--- src/rtl/add_arb_pkg.sv ---
// Shared constants and state encoding for the two-requester adder arbiter.
package add_arb_pkg;

    localparam int unsigned NUM_REQ = 2;
    localparam int unsigned DATA_W  = 32;

    // Result slot occupancy
    typedef enum logic {
        EMPTY = 1'b0,
        FULL  = 1'b1
    } state_t;

endpackage

--- src/rtl/fulladder32.sv ---
// 32-bit ripple-carry adder built from a chain of single-bit full adders.
module fulladder32
    import add_arb_pkg::*;
(
    input  logic [DATA_W-1:0] a,
    input  logic [DATA_W-1:0] b,
    input  logic              cin,
    output logic [DATA_W-1:0] sum,
    output logic              cout
);

    logic carry;

    // Ripple the carry from bit 0 upward
    always_comb begin
        sum   = '0;
        carry = cin;
        for (int unsigned i = 0; i < DATA_W; i++) begin
            sum[i] = a[i] ^ b[i] ^ carry;
            carry  = (a[i] & b[i]) | (carry & (a[i] ^ b[i]));
        end
        cout = carry;
    end

endmodule

--- src/rtl/add_arbiter.sv ---
// Round-robin arbiter sharing one 32-bit adder between two requesters,
// with a single registered result slot and per-requester saved carries.
module add_arbiter
    import add_arb_pkg::*;
#(
    parameter int unsigned RR_INIT = 0
) (
    input  logic                            clk_i,
    input  logic                            rst_i,
    input  logic [NUM_REQ-1:0]              req_valid_i,
    output logic [NUM_REQ-1:0]              req_ready_o,
    input  logic [NUM_REQ-1:0][DATA_W-1:0]  req_a_i,
    input  logic [NUM_REQ-1:0][DATA_W-1:0]  req_b_i,
    input  logic [NUM_REQ-1:0]              req_carry_i,
    input  logic [NUM_REQ-1:0]              req_chain_i,
    output logic                            rsp_valid_o,
    input  logic                            rsp_ready_i,
    output logic                            rsp_id_o,
    output logic [DATA_W-1:0]               rsp_sum_o,
    output logic                            rsp_carry_o
);

    state_t              state;
    state_t              state_nxt;
    logic                ptr;
    logic [NUM_REQ-1:0]  saved_carry;
    logic                slot_free;
    logic                gnt_id;
    logic                accept;
    logic                add_cin;
    logic [DATA_W-1:0]   add_sum;
    logic                add_cout;

    assign rsp_valid_o = (state == FULL);

    // Shared adder, operands muxed from the granted requester
    fulladder32 u_adder (
        .a    (req_a_i[gnt_id]),
        .b    (req_b_i[gnt_id]),
        .cin  (add_cin),
        .sum  (add_sum),
        .cout (add_cout)
    );

    // State register
    always_ff @(posedge clk_i or posedge rst_i) begin
        if (rst_i) begin
            state <= EMPTY;
        end else begin
            state <= state_nxt;
        end
    end

    // Grant selection, handshake and next-state logic
    always_comb begin
        state_nxt   = state;
        req_ready_o = '0;
        gnt_id      = ptr;
        accept      = 1'b0;
        slot_free   = !rsp_valid_o || rsp_ready_i;

        unique case (req_valid_i)
            2'b01:   gnt_id = 1'b0;
            2'b10:   gnt_id = 1'b1;
            default: gnt_id = ptr;
        endcase

        if (!rst_i && slot_free && (req_valid_i != '0)) begin
            req_ready_o[gnt_id] = 1'b1;
            accept              = 1'b1;
        end

        add_cin = req_chain_i[gnt_id] ? saved_carry[gnt_id] : req_carry_i[gnt_id];

        unique case (state)
            EMPTY: if (accept) state_nxt = FULL;
            FULL:  if (rsp_ready_i && !accept) state_nxt = EMPTY;
            default: state_nxt = EMPTY;
        endcase
    end

    // Result slot, saved carries and priority pointer
    always_ff @(posedge clk_i or posedge rst_i) begin
        if (rst_i) begin
            rsp_sum_o   <= '0;
            rsp_carry_o <= 1'b0;
            rsp_id_o    <= 1'b0;
            saved_carry <= '0;
            ptr         <= 1'(RR_INIT);
        end else if (accept) begin
            rsp_sum_o           <= add_sum;
            rsp_carry_o         <= add_cout;
            rsp_id_o            <= gnt_id;
            saved_carry[gnt_id] <= add_cout;
            ptr                 <= ~gnt_id;
        end
    end

endmodule

--- config.mk ---
export PLATFORM = sky130hd
export DESIGN_NAME = add_arbiter
export DESIGN_NICKNAME = d
export VERILOG_FILES = /design/src/rtl/add_arb_pkg.sv /design/src/rtl/fulladder32.sv /design/src/rtl/add_arbiter.sv
export SDC_FILE = /design/constraint.sdc
export NUM_CORES = 1
export LEC_CHECK = 0
export BUFFER_PORTS_ARGS = -buffer_cell sky130_fd_sc_hd__buf_4
export CAP_MARGIN = 40
export CORE_MARGIN = 4
export CORE_UTILIZATION = 40
export DETAILED_ROUTE_END_ITERATION = 16
export PLACE_DENSITY = 0.86
export SLEW_MARGIN = 15
export SYNTH_ARGS = -nofsm -noshare
export SYNTH_HDL_FRONTEND = slang
export SYNTH_SLANG_ARGS = --single-unit
--- constraint.sdc ---
create_clock -name clk_i -period 14.71 [get_ports clk_i]
set_clock_uncertainty 0.1 [all_clocks]
set_input_delay 2.942 -clock clk_i [delete_from_list [all_inputs] [get_ports clk_i]]
set_output_delay 2.942 -clock clk_i [all_outputs]
set_load 0.02 [all_outputs]
==> out/metrics.csv <==
stage;metric;value;unit
outcome;status;finished, violations left;
outcome;violations;setup timing;
grt;antenna_found_initial;0;
clocking;post_cts_resized;4;
floorplan;die_w;93.87;um
placement;dp_slack;-1.022;ns
route;first_pass_iters;4;
logic_synthesis;synthesis.area;0.002949;mm^2
final_layout;utilization;63.65;%
critical_path;worst_path_most_repeated_cell;fa_2;
grt;grt_max_degree;26;
sta;maxSlewViolCount;0;
sta;period_share;104.5;%
placement;numPortBuffers;173;
sta;min_period;15.37;ns
logic_synthesis;syn_inst;246;
grt;use_met1;20.98;%
sta;hold_viol_final;0;
worst_hold_path;worst_hold_startpoint;rsp_id_o;
grt;grtUsageMet3;4.487;%
route;vias;2506;
clocking;cts_tree;built;
route;wl;8145;um
floorplan;core_area;0.007214;mm^2
floorplan;boundaryPins;174;
logic_synthesis;yosys-top-cells-area;dfrtp_1 32%, mux2i_1 26%, fa_1 22%;
clocking;htree_levels;2;
sta;setup_viol;5;
critical_path;critPathKind;input port to flop;
critical_path;crit_path_max_incr_delay;0.41;ns
clocking;clk_pin_slew;0.07;ns
logic_synthesis;synth_top_area_cell;dfrtp_1;
clocking;clk_latency;0.29;ns
placement;dp.cells;512;
power_and_ir_drop;p_leak;2.382;nW
clocking;cts_sinks;38;
grt;grt_usage;18.12;%
final_layout;syn2layout_area_growth;55.71;%
route;drt_drc_violations_left;0;
logic_synthesis;yosysSeqAreaShare;32.24;%
logic_synthesis;syn_avg_cell_area;11.99;um^2
logic_synthesis;synth_flop_cell;dfrtp_1;
sta;worst_slack;-0.6580;ns
logic_synthesis;synth_edf_count;0;
logic_synthesis;synth_top_area_share;32.24;%
route;drt-initial-drc-count;72;
critical_path;cp_max_fo;5;
power_and_ir_drop;ir_drop;0.05756;mV
clocking;cts_buffers;5;
critical_path;startpoint;req_valid_i[0];
route;drt-wirelength-per-cell;15.66;um
route;viasPerCell;4.819;
grt;grt_pass1_wl;12560;um
final_layout;fillers;602;
grt;met2_usage;33.59;%
logic_synthesis;synth_common_cells;77 x mux2i_1, 38 x dfrtp_1, 32 x fa_1;
critical_path;r2r_slack;2.00;ns
sta;slew_headroom;46.30;%
critical_path;slowest_stage;fa_2;
logic_synthesis;synth_cell_type_count;23;
floorplan;initial_core_util;40.88;%
grt;busiest_layer;met2;
clocking;cts_setup_buffers;0;
critical_path;critPathRequiredTime;14.78;ns
critical_path;critical_path_arrival;15.44;ns
critical_path;worst_setup_path_start_kind;input port;
floorplan;die_height;93.87;um
placement;hpwl;6802;um
final_layout;fin_nets;591;
route;ant_nets;0;
grt;grt_overflow_total;0;
job;drv_cap;0;
critical_path;rr_endpoint;rsp_sum_o[31];
sta;fmax;0.06507;GHz
final_layout;final_cells;520;
sta;rsz0062_at_grt;true;
logic_synthesis;synth_seq_cells;38;
power_and_ir_drop;powerDensity;134.7;mW/mm^2
floorplan;row_count;31;
placement;gp_congestion;0.7714;
sta;worst_slew_pin_slew;0.8054;ns
logic_synthesis;async_reset_ff_share;100.0;%
critical_path;crit_end;rsp_sum_o[31];
floorplan;dieArea;0.008811;mm^2
critical_path;rr_startpoint;ptr;
clocking;cts_hold_buf;0;
logic_synthesis;yosys_warnings;0;
final_layout;antenna_cells;0;
critical_path;end_kind;flop;
logic_synthesis;yosysMostFrequentCell;mux2i_1;
clocking;clockBufferDepth;2;
logic_synthesis;syn_nets;417;
worst_hold_path;worstHoldPathType;flop to flop;
final_layout;drive_gt1_share;57.01;%
grt;grt_pass1_vias;2709;
critical_path;r2r_cells;38;
clocking;cts-root-buf;clkbuf_8;
## worst max-delay path, delay by kind of cell
kind	cells	cell delay, ns
buffers and inverters	5	0.29
adder cells (fa/ha/maj)	33	11.47
multiplexers	3	0.75
## final cells by class
| class | count | area [um^2] | share of cell area (%) |
|---|---|---|---|
| Multi-Input combinational cell | 170 | 1917 | 41.74 |
| Timing Repair Buffer | 180 | 1379 | 30.03 |
| Clock buffer | 8 | 110.1 | 2.398 |
| Tap cell | 99 | 123.9 | 2.698 |
| Sequential cell | 38 | 950.9 | 20.71 |
| Inverter | 25 | 111.4 | 2.425 |
## cells by family after synthesis
kind of cell | Yosys count | synth area share, %
compound gates | 32 | 5.515
fa+ha+maj | 34 | 22.57
buf+inv | 38 | 6.364
flops | 38 | 32.24
mux | 85 | 29.70
simple gates | 19 | 3.607
## state kept, by name (all words and copies together) (netlist names)
name / cells
rsp_sum_o: 32
saved_carry: 2
ptr: 1
rsp_carry_o: 1
rsp_id_o: 1
rsp_valid_o: 1
## routing by layer
layer	up-vias	part of all wire, %
li1	1183	-
met1	1210	37
met4	0	1.1
met2	106	54
met5	-	0
met3	7	8.2
## metrics by stage
step | instance area [um^2] | hold slack [ns] | total power [W] | TNS (ns)
2_1_floorplan | 3085 | 0.3585 | 0.0003972 | -2.177
3_3_place_gp | 4444 | 0.3766 | 0.0005250 | -3.103
3_5_place_dp | 4464 | 0.3860 | 0.0005409 | -3.609
4_1_cts | 4588 | 0.4156 | 0.0006268 | -1.781
5_1_grt | 4592 | 0.4315 | 0.0006666 | -2.686
6_report | 4592 | 0.4048 | 0.0006186 | -1.603
## power breakdown
| group | switching [W] | total, W | internal (W) |
|---|---|---|---|
| Sequential | 0.0000268 | 0.000179 | 0.000152 |
| Combinational | 0.000183 | 0.000354 | 0.000171 |
| Clock | 0.0000376 | 0.0000850 | 0.0000474 |
| Total | 0.000248 | 0.000619 | 0.000371 |
## worst min-delay path by stage
| stage | slack (ns) | end | cells past startpoint |
|---|---|---|---|
| finish | 0.40 | rsp_id_o | 1 |
| floorplan | 0.36 | saved_carry[0] | 1 |
| global placement | 0.38 | rsp_id_o | 1 |
| CTS | 0.42 | saved_carry[0] | 1 |
| detailed placement | 0.39 | rsp_id_o | 1 |
| global route | 0.43 | rsp_sum_o[31] | 1 |
## layout by cell type (no fill, tap or decap), drive strengths merged
| cell type | n |
|---|---|
| nand2 | 14 |
| o21a | 1 |
| mux2 | 7 |
| o21ai | 3 |
| ha | 2 |
| nand3 | 2 |
| a21oi | 28 |
| dfrtp | 38 |
| fa | 32 |
| clkbuf | 8 |
| nor2 | 1 |
| mux2i | 78 |
| buf | 180 |
| and2 | 1 |
| inv | 25 |
| nand2b | 1 |
(Power assumes the default switching activity.)
